`config.mk`:
```
export PLATFORM = sky130hd
export DESIGN_NAME = aes_uart_tx_seq
export DESIGN_NICKNAME = d
export VERILOG_FILES = /design/src/rtl/aes_uart_pkg.sv /design/src/rtl/aes_uart_tx_seq_nibble_to_ascii.sv /design/src/rtl/aes_uart_tx_seq.sv
export SDC_FILE = /design/constraint.sdc
export NUM_CORES = 1
export LEC_CHECK = 0
export ABC_AREA = 1
export CAP_MARGIN = 20
export CELL_PAD_IN_SITES_DETAIL_PLACEMENT = 1
export CELL_PAD_IN_SITES_GLOBAL_PLACEMENT = 1
export CORE_UTILIZATION = 34
export DETAILED_ROUTE_END_ITERATION = 10
export HOLD_SLACK_MARGIN = 0.05
export PLACE_DENSITY_LB_ADDON = 0.08
export SYNTH_ARGS = -nofsm -noshare
export SYNTH_HDL_FRONTEND = slang
export SYNTH_SLANG_ARGS = --single-unit
```
`constraint.sdc`:
```
create_clock -name clk -period 1.8 [get_ports clk]
set_clock_uncertainty 0.1 [all_clocks]
set_input_delay 0.54 -clock clk [delete_from_list [all_inputs] [get_ports clk]]
set_output_delay 0.54 -clock clk [all_outputs]
set_load 0.01 [all_outputs]
```
`src/rtl/aes_uart_pkg.sv`:
```
// Shared types and constants for the AES block to UART byte sequencer.
package aes_uart_pkg;

   typedef enum logic [1:0] {
      ST_IDLE  = 2'd0,
      ST_ARM   = 2'd1,
      ST_FRAME = 2'd2,
      ST_DONE  = 2'd3
   } seq_state_t;

   localparam int UART_MIN_FRAME_TICKS = 11;

   localparam logic [7:0] ASCII_CR = 8'h0D;
   localparam logic [7:0] ASCII_LF = 8'h0A;

   // Number of UART bytes emitted per block: raw bytes, or two hex chars per byte plus CR/LF.
   function automatic int seq_len(input int block_w, input bit ascii_en);
      if (ascii_en) begin
         return 2 * (block_w / 8) + 2;
      end
      return block_w / 8;
   endfunction

endpackage

```
`src/rtl/aes_uart_tx_seq_nibble_to_ascii.sv`:
```
// Combinational 4-bit value to upper-case ASCII hex character.
module nibble_to_ascii (
   input  logic [3:0] nibble,
   output logic [7:0] ascii
);

   assign ascii = (nibble < 4'd10) ? (8'h30 + {4'h0, nibble})
                                   : (8'h37 + {4'h0, nibble});

endmodule

```
`src/rtl/aes_uart_tx_seq.sv`:
```
// Feeds a captured block to a baud-tick UART transmitter one byte per frame.
// Define AES_SEQ_ASCII_HEX_EN to send each byte as two ASCII hex chars followed by CR LF.
module aes_uart_tx_seq
   import aes_uart_pkg::*;
#(
   parameter int BLOCK_W     = 128,
   parameter int FRAME_TICKS = 11,
   parameter bit MSB_FIRST   = 1'b1
) (
   input  logic               clk,
   input  logic               rst_n,
   input  logic               baud_tick,
   input  logic               blk_valid,
   input  logic [BLOCK_W-1:0] blk_data,
   output logic               blk_ready,
   output logic               tx_transmit,
   output logic [7:0]         tx_data,
   output logic               busy,
   output logic               done
);

`ifdef AES_SEQ_ASCII_HEX_EN
   localparam bit ASCII_EN = 1'b1;
`else
   localparam bit ASCII_EN = 1'b0;
`endif

   localparam int NB     = BLOCK_W / 8;
   localparam int N      = seq_len(BLOCK_W, ASCII_EN);
   localparam int IDX_W  = (N > 1) ? $clog2(N) : 1;
   localparam int BYTE_W = (NB > 1) ? $clog2(NB) : 1;
   localparam int TICK_W = $clog2(FRAME_TICKS);

   localparam logic [1:0] S_IDLE  = ST_IDLE;
   localparam logic [1:0] S_ARM   = ST_ARM;
   localparam logic [1:0] S_FRAME = ST_FRAME;
   localparam logic [1:0] S_DONE  = ST_DONE;

   if (FRAME_TICKS < UART_MIN_FRAME_TICKS || (BLOCK_W % 8) != 0) begin : g_param_check
      $fatal(1, "aes_uart_tx_seq: FRAME_TICKS must be >= 11 and BLOCK_W a multiple of 8");
   end

   logic [1:0]         state;
   logic [BLOCK_W-1:0] blk_in_ord;
   logic [BLOCK_W-1:0] blk_ord;
   logic [IDX_W-1:0]   byte_idx;
   logic [IDX_W-1:0]   sel_idx;
   logic [BYTE_W-1:0]  byte_sel;
   logic [7:0]         cur_byte;
   logic [7:0]         next_sym;
   logic [TICK_W-1:0]  tick_cnt;
   logic               last_sym;

   // Reorder at capture so byte 0 (first on the wire) always sits in bits [7:0].
   for (genvar gi = 0; gi < NB; gi++) begin : g_ord
      assign blk_in_ord[8*gi +: 8] = MSB_FIRST ? blk_data[BLOCK_W-1-8*gi -: 8]
                                               : blk_data[8*gi +: 8];
   end

   assign sel_idx  = (state == S_FRAME) ? (byte_idx + IDX_W'(1)) : byte_idx;
   assign cur_byte = blk_ord[{byte_sel, 3'b000} +: 8];
   assign last_sym = (byte_idx == IDX_W'(N - 1));

`ifdef AES_SEQ_ASCII_HEX_EN
   logic [3:0] nib;
   logic [7:0] hex_char;

   assign byte_sel = BYTE_W'(sel_idx >> 1);
   assign nib      = sel_idx[0] ? cur_byte[3:0] : cur_byte[7:4];

   nibble_to_ascii u_hex (
      .nibble (nib),
      .ascii  (hex_char)
   );

   always_comb begin
      next_sym = hex_char;
      if (sel_idx == IDX_W'(2 * NB)) begin
         next_sym = ASCII_CR;
      end else if (sel_idx == IDX_W'(2 * NB + 1)) begin
         next_sym = ASCII_LF;
      end
   end
`else
   assign byte_sel = BYTE_W'(sel_idx);
   assign next_sym = cur_byte;
`endif

   // Byte loads and tx_transmit edges happen only on baud ticks so a frame is never disturbed.
   always_ff @(posedge clk or negedge rst_n) begin
      if (!rst_n) begin
         state       <= S_IDLE;
         blk_ord     <= '0;
         byte_idx    <= '0;
         tick_cnt    <= '0;
         tx_transmit <= 1'b0;
         tx_data     <= 8'h00;
      end else begin
         case (state)
            S_IDLE: begin
               if (blk_valid) begin
                  blk_ord  <= blk_in_ord;
                  byte_idx <= '0;
                  state    <= S_ARM;
               end
            end
            S_ARM: begin
               if (baud_tick) begin
                  tx_data     <= next_sym;
                  tx_transmit <= 1'b1;
                  tick_cnt    <= '0;
                  state       <= S_FRAME;
               end
            end
            S_FRAME: begin
               if (baud_tick) begin
                  tx_transmit <= 1'b0;
                  if (tick_cnt == TICK_W'(FRAME_TICKS - 1)) begin
                     tick_cnt <= '0;
                     if (last_sym) begin
                        state <= S_DONE;
                     end else begin
                        byte_idx    <= byte_idx + IDX_W'(1);
                        tx_data     <= next_sym;
                        tx_transmit <= 1'b1;
                     end
                  end else begin
                     tick_cnt <= tick_cnt + TICK_W'(1);
                  end
               end
            end
            S_DONE: begin
               state <= S_IDLE;
            end
            default: begin
               state <= S_IDLE;
            end
         endcase
      end
   end

   assign blk_ready = (state == S_IDLE);
   assign busy      = (state != S_IDLE);
   assign done      = (state == S_DONE);

endmodule

```
Word level (Yosys, flattened, before mapping). Index checks and enable logic that the tools add are counted.

Latch bits: 0. Logic and storage cells: 55. Register bits after elaboration: 147. ROM bits: 0. Memories: 0. RAM bits: 0. Output and inout port bits: 12. Bits of input ports: 132.

Mux-type cells: 26. Shifts and indexed selects: 1. Add/subtract/negate cells: 2. Div/mod/pow operators: 0. Equal/unequal tests: 11. Order comparisons: 0. Multiply operators: 0. Reduce and logical (&&, ||, !) cells: 9. Bitwise logic cells: 0.

Operators with widths (number): variable part select 128 x 8 -> 8 bit (1); 2-to-1 mux 4 bit (8); 2-to-1 mux 8 bit (4); case mux 4 bit (2 select lines) (2); case mux 8 bit (2 select lines) (1); AND reduction 5 bit (3); 2-to-1 mux 2 bit (5); != test 2 bit (second input constant) (5); adder 4 x 1 -> 4 bit (second input constant) (2); == test 4 bit (second input constant) (2); case mux 2 bit (4 select lines) (1); nonzero test 2 bit (3); == test 2 bit (second input constant) (2); 2-to-1 mux 1 bit (4); AND reduction 3 bit (1); == test 2 x 1 -> 1 bit (second input constant) (1); zero test 2 bit (1); != test 2 x 1 -> 1 bit (second input constant) (1); case mux 1 bit (2 select lines) (1); AND reduction 2 bit (1).

Longest topological paths before layout.
Word-level depth: 7. Gate-level depth with buffers: 14.

Worst setup path before layout. No wires, ideal clock.

Path kind: reg-to-reg. From: register state[0]. To: register tx_data[0]. Clock period less this slack: 1.871 ns. Path buffers: 2. Setup time: 0.117 ns. Arrival time: 1.654 ns. Required time: 1.583 ns. Setup slack: -0.071 ns. Cell stages (with the launch flop): 13. Path through: dfrtp_1 > inv_1 > ha_1 > buf_4 > nand2_2 > clkbuf_1 > nand3_1 > nand3_1 > nand3_1 > nand3_1 > nand2_1 > nand2_1 > nand2_1.

Longest elaborated chain between the ends: 7.

Ends and longest elaborated chain: start: declaration (line aes_uart_tx_seq.sv:43) `logic [1:0] state;`; start signal: assignment (line aes_uart_tx_seq.sv:92) `state <= S_IDLE;`; start signal: assignment (line aes_uart_tx_seq.sv:104) `state <= S_ARM;`; start signal: assignment (line aes_uart_tx_seq.sv:112) `state <= S_FRAME;`; == test 2 bit (line aes_uart_tx_seq.sv:60, aes_uart_tx_seq.sv:99); 2-to-1 mux 4 bit (line aes_uart_tx_seq.sv:60) `assign sel_idx = (state == S_FRAME) ? (byte_idx + IDX_W'(1)) : byte_idx;`; variable part select 128 x 8 -> 8 bit (line aes_uart_tx_seq.sv:61) `assign cur_byte = blk_ord[{byte_sel, 3'b000} +: 8];`; 2-to-1 mux 8 bit (line aes_uart_tx_seq.sv:120) `if (last_sym) begin`; 2-to-1 mux 8 bit (line aes_uart_tx_seq.sv:118) `if (tick_cnt == TICK_W'(FRAME_TICKS - 1)) begin`; 2-to-1 mux 8 bit (line aes_uart_tx_seq.sv:116) `if (baud_tick) begin`; case mux 8 bit (2 select lines) (line aes_uart_tx_seq.sv:99) `case (state)`; end signal: assignment (line aes_uart_tx_seq.sv:109) `tx_data <= next_sym;`; end signal: assignment (line aes_uart_tx_seq.sv:124) `tx_data <= next_sym;`; end: declaration (line aes_uart_tx_seq.sv:17) `output logic [7:0] tx_data,`.

Parallel ways exist; a longest one is shown, timed or not. The select of a mux whose other input is x is not followed. A chain may end at the register's enable or synchronous reset.

Final worst setup path.
From: register state[0]. To: output port busy.

Longest elaborated chain between the ends: 1.

Ends and longest elaborated chain: nonzero test 2 bit (line aes_uart_tx_seq.sv:143) `assign busy = (state != S_IDLE);`; end: declaration (line aes_uart_tx_seq.sv:18) `output logic busy,`.

Every way passes these cells.

==> qor.yml <==
outcome:
  status: "finished, violations left"
  violations: "negative setup slack"
finish:
  fin_cells: 1441
  area_growth_pct: 59.3
  nets: 1295
  final_common_cell: "nand2_1"
  num_antenna_cells: 0
  drive_above_1_share_pct: 24.4
  final_cell_mix: "nand2_1, dfrtp_1, inv_1, clkdlybuf4s50_1, o21ai_0"
  finalInstanceArea_mm2: 0.0115
synth:
  avgSynthCellArea_um2: 7.66
  syn_nets: 1087
  ys_ff_latch: 147
  ys_warn_count: 0
  seq_area_frac_synth_pct: 50.8
  synth_cell_types: 25
  synthCells: 946
  synthesis.area_mm2: 0.00725
floorplanning:
  die_x_um: 148
  rows: 53
  design.die.area_mm2: 0.0219
  core_region_area_mm2: 0.0210
  die_height_um: 148
  start_util_pct: 34.6
  io_pins: 144
placement:
  portBuffers: 143
  gp_congestion: 0.839
  place_area_mm2: 0.00939
  dpl.cell_count: 1374
  pre_cts_slack_ns: -0.258
  dpl.hpwl_mm: 16.6
timing:
  finalSetupTns_ns: -2.21
  finalMaxSlewViolations: 0
  max_slew.worst_pin.slew_ns: 0.439
  setup_violations: 19
  timing.final.ws_setup_ns: -0.198
  hold_viol: 0
  fin_crit_sh_pct: 111
  min_period_ns: 2.00
  rsz0062_at_grt: "true"
  relSlewSlack_pct: 70.8
  fmax_mhz: 501
critical_path:
  r2r_setup_slack_ns: -0.19
  crit_slowest_cell: "dfrtp_1"
  r2r_cells: 14
  r2r-end: "tx_data[6]"
  critPathRequiredTime_ns: 1.16
  cp_num_buf_inv: 4
  r2r_start: "state[1]"
  critical-path-top-delay-family: "flip-flops"
  path_max_fanout: 3
  crit_path_end_kind: "output port"
  startpoint_type: "flop"
  worstPathArrival_ns: 1.36
  path_class: "flop to output port"
  max_stage_delay_ns: 0.39
  path_cells: "inv_2 > buf_6 > ha_4 > inv_2 > buf_6"
global_routing:
  overflow: 0
  grt_pass1_vias: 7484
  grt.total_usage_pct: 23.9
  antenna_found_initial: 0
  grt_max_degree: 53
  grt_pass1_wl_mm: 40.1
clocking:
  cts_tree: "done"
  cts_buffer_depth: 2
  clkLatencyLatePin_ns: 0.43
  cts.clk_slew.worst_paths_ns: 0.06
  cts_htree_levels: 4
  cts.sinks: 147
  cts_buffers: 17
  ctsRootBufferMaster: "clkbuf_16"
detailed_routing:
  wl_mm: 27.1
  ant_nets: 0
  routed_via_density: 4.99
  via_count: 7184
  first_iter_violations: 366
  drc: 0
  wl_per_cell_um: 18.8
  firstDrtPassIters: 5
power_and_ir_drop:
  powerDensity_mw_per_mm2: 1850
  vdd_drop_max_uv: 896
  p_leak_nw: 5.30
worst_hold_path:
  min_path_cells: 2
  hp-start: "tx_transmit"
  whs_endpoint: "tx_transmit"
  hold_class: "flop to flop"
job:
  drv_cap: 0
==> metrics by stage <==
stage / hold slack, ns / utilization [%] / total power [mW]
final: 0.377 / 55.1 / 21.4
after global routing: 0.412 / 55.1 / 22.9
after CTS: 0.392 / 51.5 / 19.9
after detailed placement: 0.384 / 44.8 / 13.8
after global placement: 0.366 / 44.8 / 13.6
after floorplan: 0.144 / - / 10.4
==> power by group <==
part	total (mW)	switching, mW	internal (mW)
combinational	12.2	6.93	5.24
sequential	5.41	0.538	4.88
clock	3.83	1.47	2.36
==> routing by layer <==
layer  routed length (um)  global-route usage, %  vias up
li1                     -                      -     3409
met1                11800                   32.2     3585
met2                13800                   39.7      159
met3                 1070                   3.86       31
met4                  468                   6.60        0
met5                    0                      0        -
==> state kept, by name (all words and copies together), names as in the netlist <==
register	cells
blk_ord	128
tx_transmit	1
state	2
byte_idx	4
tick_cnt	4
tx_data	8
==> worst min-delay path: stages (launching register included) <==
cell,delay [ns]
dfrtp_1,0.35
o21ai_2,0.05
inv_1,0.04
==> logic make-up (layout without fill, tap and decap cells) <==
| group | after synthesis | after routing | share of synthesized area [%] |
|---|---|---|---|
| buf+inv | 201 | 421 | 11.1 |
| compound gates | 145 | 145 | 10.2 |
| flops | 147 | 147 | 50.8 |
| simple gates | 444 | 444 | 26.4 |
| fa+ha+maj | 9 | 9 | 1.55 |
==> worst max path at each step <==
stage               cells after the start  slack [ns]           end       from
floorplan                              14        0.01    tx_data[2]   state[0]
global placement                        7       -0.23   blk_ord[54]  blk_valid
detailed placement                      7       -0.26  blk_ord[110]  blk_valid
CTS                                     5       -0.21          busy   state[1]
global route                           13       -0.28    tx_data[6]   state[0]
finish                                  5       -0.20          busy   state[0]
==> cells in the mapped netlist <==
cell         n  area [um2]
buf_2       15        75.1
o21ai_2      1        8.76
o22ai_1      2        12.5
buf_6        3        33.8
ha_1         9         113
nand2_2      6        37.5
nand3_1    158         791
nor2_2       1        6.26
a21oi_1      6        30.0
o2111ai_1    1        8.76
inv_1      147         552
clkbuf_1    27         101
nor2_4       1        11.3
buf_1        4        15.0
buf_4        3        22.5
nor2_1       7        26.3
and3_1       1        6.26
dfrtp_1    147        3680
nand2_4      1        11.3
nand4_1      3        18.8
nor3_1       4        20.0
inv_2        2        7.51
o21ai_0    134         671
nand2_1    262         983
o21bai_1     1        7.51
==> what timing repair did <==
| action | CTS | global route |
|---|---|---|
| gates resized for setup | 146 | 122 |
| pin swaps | 31 | 37 |
| gates cloned | 5 | 10 |
| buffers inserted | 17 | 9 |
| hold buffers | 1 | 0 |
| endpoints found under the hold margin | 32 | 0 |
| setup endpoints to repair | 56 | 95 |
==> layout make-up <==
class                   count  area [um2]
repair buffers            241        2810
fillers                  2426        9410
multi-input cells         598        3520
clock buffers              20         447
flip-flops and latches    147        3680
clock inverters            11         175
inverters                 149         576
well taps                 275         344
No activity file was read; power rests on OpenSTA's default activity.
